## src/rtl/fetch_unit.sv

```systemverilog
// Instruction fetch stage: credit-limited sequential fetch into a {pc, instr} FIFO,
// presented to decode over valid/ready, with redirect flushing and stale-response dropping.
module fetch_unit #(
    parameter int              XLEN     = 64,
    parameter logic [XLEN-1:0] RESET_PC = '0,
    parameter int              DEPTH    = 4
) (
    input  logic            clk,
    input  logic            rst,
    output logic            imem_req_valid_o,
    input  logic            imem_req_ready_i,
    output logic [XLEN-1:0] imem_req_addr_o,
    input  logic            imem_rsp_valid_i,
    input  logic [31:0]     imem_rsp_data_i,
    input  logic            redirect_i,
    input  logic [XLEN-1:0] redirect_pc_i,
    output logic            if_valid_o,
    input  logic            if_ready_i,
    output logic [31:0]     if_instr_o,
    output logic [XLEN-1:0] if_pc_o
);
    localparam logic [31:0]   NOP      = 32'h00000013;
    localparam int            CW       = $clog2(DEPTH + 1);
    localparam int            PW       = $clog2(DEPTH);
    localparam logic [CW:0]   DEPTH_C  = (CW + 1)'(DEPTH);
    localparam logic [PW-1:0] LAST_PTR = PW'(DEPTH - 1);

    logic [XLEN-1:0] fetch_pc_q, fetch_pc_d, rsp_pc_q, rsp_pc_d;
    logic [CW-1:0]   outstanding_q, outstanding_d, drop_cnt_q, drop_cnt_d, count_q, count_d;
    logic [PW-1:0]   rd_ptr_q, rd_ptr_d, wr_ptr_q, wr_ptr_d;
    logic [XLEN-1:0] fifo_pc_q    [DEPTH];
    logic [31:0]     fifo_instr_q [DEPTH];
    logic [XLEN-1:0] redir_pc;
    logic [CW:0]     credit_used;
    logic            req_hs, rsp_v, push, pop;

    function automatic logic [PW-1:0] ptr_inc(input logic [PW-1:0] p);
        return (p == LAST_PTR) ? '0 : p + PW'(1);
    endfunction

    // Credits cover both buffered and in-flight words, so responses can never overflow the FIFO.
    assign credit_used      = {1'b0, outstanding_q} + {1'b0, count_q};
    assign imem_req_valid_o = !rst && (credit_used < DEPTH_C);
    assign imem_req_addr_o  = fetch_pc_q;
    assign req_hs           = imem_req_valid_o && imem_req_ready_i;
    assign rsp_v            = imem_rsp_valid_i && !rst;
    assign redir_pc         = redirect_pc_i & ~XLEN'(3);

    assign if_valid_o = (count_q != '0);
    assign if_instr_o = if_valid_o ? fifo_instr_q[rd_ptr_q] : NOP;
    assign if_pc_o    = if_valid_o ? fifo_pc_q[rd_ptr_q] : '0;
    assign pop        = if_valid_o && if_ready_i;
    assign push       = rsp_v && (drop_cnt_q == '0) && !redirect_i;

    always_comb begin
        fetch_pc_d    = fetch_pc_q;
        rsp_pc_d      = rsp_pc_q;
        drop_cnt_d    = drop_cnt_q;
        rd_ptr_d      = rd_ptr_q;
        wr_ptr_d      = wr_ptr_q;
        outstanding_d = outstanding_q + CW'(req_hs) - CW'(rsp_v);
        count_d       = count_q + CW'(push) - CW'(pop);
        if (req_hs)
            fetch_pc_d = fetch_pc_q + XLEN'(4);
        if (rsp_v && (drop_cnt_q != '0))
            drop_cnt_d = drop_cnt_q - CW'(1);
        if (push) begin
            wr_ptr_d = ptr_inc(wr_ptr_q);
            rsp_pc_d = rsp_pc_q + XLEN'(4);
        end
        if (pop)
            rd_ptr_d = ptr_inc(rd_ptr_q);
        // Everything still in flight after this cycle belongs to the old path.
        if (redirect_i) begin
            fetch_pc_d = redir_pc;
            rsp_pc_d   = redir_pc;
            drop_cnt_d = outstanding_q + CW'(req_hs) - CW'(rsp_v);
            count_d    = '0;
            rd_ptr_d   = '0;
            wr_ptr_d   = '0;
        end
    end

    always_ff @(posedge clk) begin
        if (rst) begin
            fetch_pc_q    <= RESET_PC;
            rsp_pc_q      <= RESET_PC;
            outstanding_q <= '0;
            drop_cnt_q    <= '0;
            count_q       <= '0;
            rd_ptr_q      <= '0;
            wr_ptr_q      <= '0;
        end else begin
            fetch_pc_q    <= fetch_pc_d;
            rsp_pc_q      <= rsp_pc_d;
            outstanding_q <= outstanding_d;
            drop_cnt_q    <= drop_cnt_d;
            count_q       <= count_d;
            rd_ptr_q      <= rd_ptr_d;
            wr_ptr_q      <= wr_ptr_d;
        end
    end

    always_ff @(posedge clk) begin
        if (push) begin
            fifo_pc_q[wr_ptr_q]    <= rsp_pc_q;
            fifo_instr_q[wr_ptr_q] <= imem_rsp_data_i;
        end
    end
endmodule

```

## config.mk

```make
export PLATFORM = sky130hd
export DESIGN_NAME = fetch_unit
export DESIGN_NICKNAME = d
export VERILOG_FILES = /design/src/rtl/fetch_unit.sv
export SDC_FILE = /design/constraint.sdc
export NUM_CORES = 1
export LEC_CHECK = 0
export CAP_MARGIN = 20
export CORE_MARGIN = 2
export CORE_UTILIZATION = 30
export DETAILED_ROUTE_END_ITERATION = 7
export SYNTH_ARGS = -nofsm -noshare
export SYNTH_HDL_FRONTEND = slang
export SYNTH_SLANG_ARGS = --single-unit
```

## constraint.sdc

```tcl
create_clock -name clk -period 9.34 [get_ports clk]
set_input_delay 1.868 -clock clk [delete_from_list [all_inputs] [get_ports clk]]
set_output_delay 1.868 -clock clk [all_outputs]
set_load 0.1 [all_outputs]
```

==> summary.txt <==
Logic synthesis
  • Async S/R FF share, synth: 0%
  • Syn Std Cell Area: 22400 sq um
  • Synth Register Bits: 515
  • Synthesized instance count: 1631
  • Sequential share of the synthesized area: 62.8%
  • Average cell area after synthesis: 13.7 sq um
  • Area share of the largest cell type after synthesis: 50.4%
  • Count of cell types in the netlist: 63
  • Warnings, synthesis: 0
  • Flip-flop cell with the highest count after synthesis: edfxtp_1
  • Largest cells by area after synthesis: edfxtp_1 (50%), dfxtp_1 (12%), mux4_2 (9.4%), and2_1 (2.7%), o31a_1 (2.4%)
  • Cell accounting for the most synthesized area: edfxtp_1
  • Number of enable flip-flop cells after synthesis: 376

STA
  • Fin worst setup slack: 3.13 ns
  • Worst-case hold slack: 0.495 ns
  • Total negative slack for setup checks: 0 ns
  • Number of setup violations in the final report: 0
  • Portion of the clock cycle consumed by the worst path in the final layout: 66.5%
  • Hold violation total from the final report: 0
  • Headroom to the max-slew limit: 21.0%
  • Timing-limited maximum frequency: 0.161 GHz
  • Minimum clock period: 6.21 ns
  • Slew @ Worst Pin: 1.18 ns
  • Worst Skew: 0.0269 ns
  • Setup repair after global routing missed its margin: false
  • Number of max-slew violations in the final report: 0

Drt
  • Wirelength per Cell: 21.2 microns
  • Vias post-DR: 14837
  • DRC Markers: 0
  • First-pass iteration count of the detailed router: 5
  • Total routed wirelength: 61.3 mm
  • Vias per Instance: 5.14
  • Number of nets with antenna violations after routing: 0
  • Starting DRT DRC Count: 1277

Clocking
  • Level count of the clock H-tree: 2
  • Worst-path clk slew: 0.06 ns
  • Cts repair resizes: 0
  • Quantity of hold-fixing buffers added after cts: 0
  • CTS root buffer: clkbuf_16
  • Sinks on Clock Net: 515
  • Clock tree from TritonCTS: done
  • Worst-skew pair later-pin latency: 0.62 ns
  • TritonCTS buffer count: 54
  • CTS Buffer Depth: 3
  • Count of buffers added by post-CTS timing repair for setup: 0

Floorplan
  • Placeable core area: 74200 sq um
  • Starting density of the core: 30.2%
  • DIE WIDTH: 277 microns
  • Boundary pin count: 264
  • Die Footprint: 76900 sq um
  • Die span in y: 277 microns
  • Standard-cell rows: 100

Layout
  • Number of standard cells in the final layout excluding fillers: 2889
  • Post-layout nets: 1995
  • Fillers: 7029
  • Relative area change from synthesis to final layout: 23.8%
  • Antenna Cells: 0
  • Fraction of final layout cells with drive strength greater than 1: 11.3%

Worst setup path
  • Timing endpoint of the critical path: imem_req_valid_o
  • CP required: 7.47 ns
  • Cell count of the worst reg-to-reg path: 6
  • Setup slack, reg-to-reg: 5.81 ns
  • Startpoint of the most critical register-to-register path: count_q[2]
  • Arrival time at the worst endpoint: 4.34 ns
  • Launching element type of the critical path: input port
  • Worst r2r dst: imem_req_addr_o[57]
  • Max FO, Critical Path: 73
  • CP startpoint: rst
  • Setup crit end kind: output pin
  • Category of the critical setup timing path: input port to output pin

GRT
  • Global-route wire length before repair: 91.7 mm
  • Aggregate global routing overflow: 0
  • Overall global routing resource usage: 15.7%
  • Initial antenna violation count: 1
  • Maximum number of pins on one net before global-route repair: 86
  • Via count of the first global-routing pass: 14630

Job
  • Reported max-cap violation count: 0

Pwr
  • Static Leakage: 8.82 nW
  • Maximum VDD drop: 0.141 mV
  • Power density of the placed cells: 201 nW/um^2

Placement
  • Dpl hpwl: 41.7 mm
  • Number of port buffers: 257
  • Pre-CTS setup slack: 3.08 ns
  • GPL Wtd Cong: 0.841
  • Number of placed cells counting well taps: 2787

Hold path
  • Classification of the worst-slack hold path: flop to flop

Run status
  • Status: complete, no violations
[metrics by stage]
step / power, mW / utilization (%) / area, sq um
after floorplan: 3.26 / - / 22400
after global placement: 3.51 / 35.0 / 26000
after detailed placement: 3.52 / 35.0 / 26000
after CTS: 5.63 / 37.3 / 27700
after global routing: 5.76 / 37.4 / 27700
final: 5.57 / 37.4 / 27700
[flip-flops by register name, indices dropped and copies added, names as in the netlist, named ones only]
name,cells
rd_ptr_q,2
fifo_pc_q,248
outstanding_q,3
fifo_instr_q,128
imem_req_addr_o,62
wr_ptr_q,2
rsp_pc_q,62
drop_cnt_q,3
count_q,3
[worst max-delay path, cell delays in order]
cell and delay, ns:
buf_2 0.09, buf_4 0.30, nor4_4 0.62, and2_1 0.20, clkdlybuf4s50_1 1.19
[cells by family (layout without fill, tap and decap cells)]
group | count (synthesis) | in the layout | synth area share [%]
compound gates | 256 | 256 | 8.11
xor+xnor | 54 | 54 | 2.11
fa+ha+maj | 17 | 17 | 1.02
buf+inv | 171 | 457 | 3.06
flops | 515 | 515 | 62.8
mux | 100 | 100 | 9.71
other cells | 1 | 4 | 0.0167
simple gates | 517 | 517 | 13.2
[worst min-delay path by stage]
stage,start,end,cells past startpoint
final,rd_ptr_q[1],flop,2
after global routing,rd_ptr_q[1],flop,2
after CTS,rd_ptr_q[1],flop,2
after detailed placement,rd_ptr_q[1],flop,2
after global placement,rd_ptr_q[1],flop,2
after floorplan,rd_ptr_q[1],flop,2
[placed cells by master (no fill, tap or decap), types with 12 or more instances in the layout]
| cell type | instances |
|---|---|
| a211oi_1 | 13 |
| a21boi_0 | 44 |
| a21oi_1 | 64 |
| a31oi_1 | 16 |
| and2_1 | 98 |
| and3_1 | 19 |
| buf_4 | 14 |
| clkbuf_1 | 20 |
| clkbuf_16 | 54 |
| clkdlybuf4s50_1 | 255 |
| dfxtp_1 | 137 |
| edfxtp_1 | 376 |
| ha_1 | 15 |
| inv_1 | 83 |
| mux4_2 | 94 |
| nand2_1 | 84 |
| nand3_1 | 48 |
| nand4_1 | 50 |
| nor2_1 | 48 |
| nor3_1 | 42 |
| nor4_1 | 46 |
| o21a_1 | 13 |
| o31a_1 | 61 |
| or3_1 | 12 |
| xnor2_1 | 39 |
| xor2_1 | 15 |
[synth_stat cells (6+ instances only)]
| cell type | instances |
|---|---|
| and3_1 | 23 |
| nor3_1 | 42 |
| xnor2_1 | 39 |
| o21ai_0 | 11 |
| a31oi_1 | 16 |
| and4_1 | 10 |
| buf_2 | 9 |
| nor4b_1 | 8 |
| nand3_1 | 48 |
| mux4_2 | 94 |
| mux2i_1 | 6 |
| clkbuf_1 | 56 |
| nand4_1 | 50 |
| buf_1 | 14 |
| inv_1 | 84 |
| edfxtp_1 | 376 |
| dfxtp_1 | 139 |
| or3_1 | 12 |
| a21boi_0 | 44 |
| nor4_1 | 46 |
| a211oi_1 | 13 |
| o21a_1 | 13 |
| nand2_1 | 84 |
| and2_1 | 98 |
| xor2_1 | 15 |
| a21oi_1 | 64 |
| nor3b_1 | 7 |
| o21bai_1 | 11 |
| or4_1 | 7 |
| nor2_1 | 48 |
| or2_2 | 10 |
| o31ai_1 | 6 |
| ha_1 | 15 |
| o31a_1 | 61 |
[per-layer routing]
metal / global-route usage [%] / share of wire (%) / vias up
li1: - / - / 6785
met1: 21.0 / 42 / 7469
met2: 25.7 / 48 / 502
met3: 3.43 / 7.1 / 79
met4: 3.99 / 1.9 / 2
met5: 0 / 0.013 / -
[report_power, final]
part	total [mW]	switching (mW)	internal (mW)
logic	0.844	0.599	0.245
registers	2.62	0.0887	2.53
clock network	2.10	0.891	1.21
[final cells by class]
type,count,area [sq um],area share [%]
well taps,969,1210,4.37
clock buffers,77,1470,5.29
clock inverters,23,256,0.925
multi-input cells,948,7680,27.7
flip-flops and latches,515,14100,50.8
inverters,85,319,1.15
repair buffers,272,2720,9.80
Power figures use the tool's default switching activity.
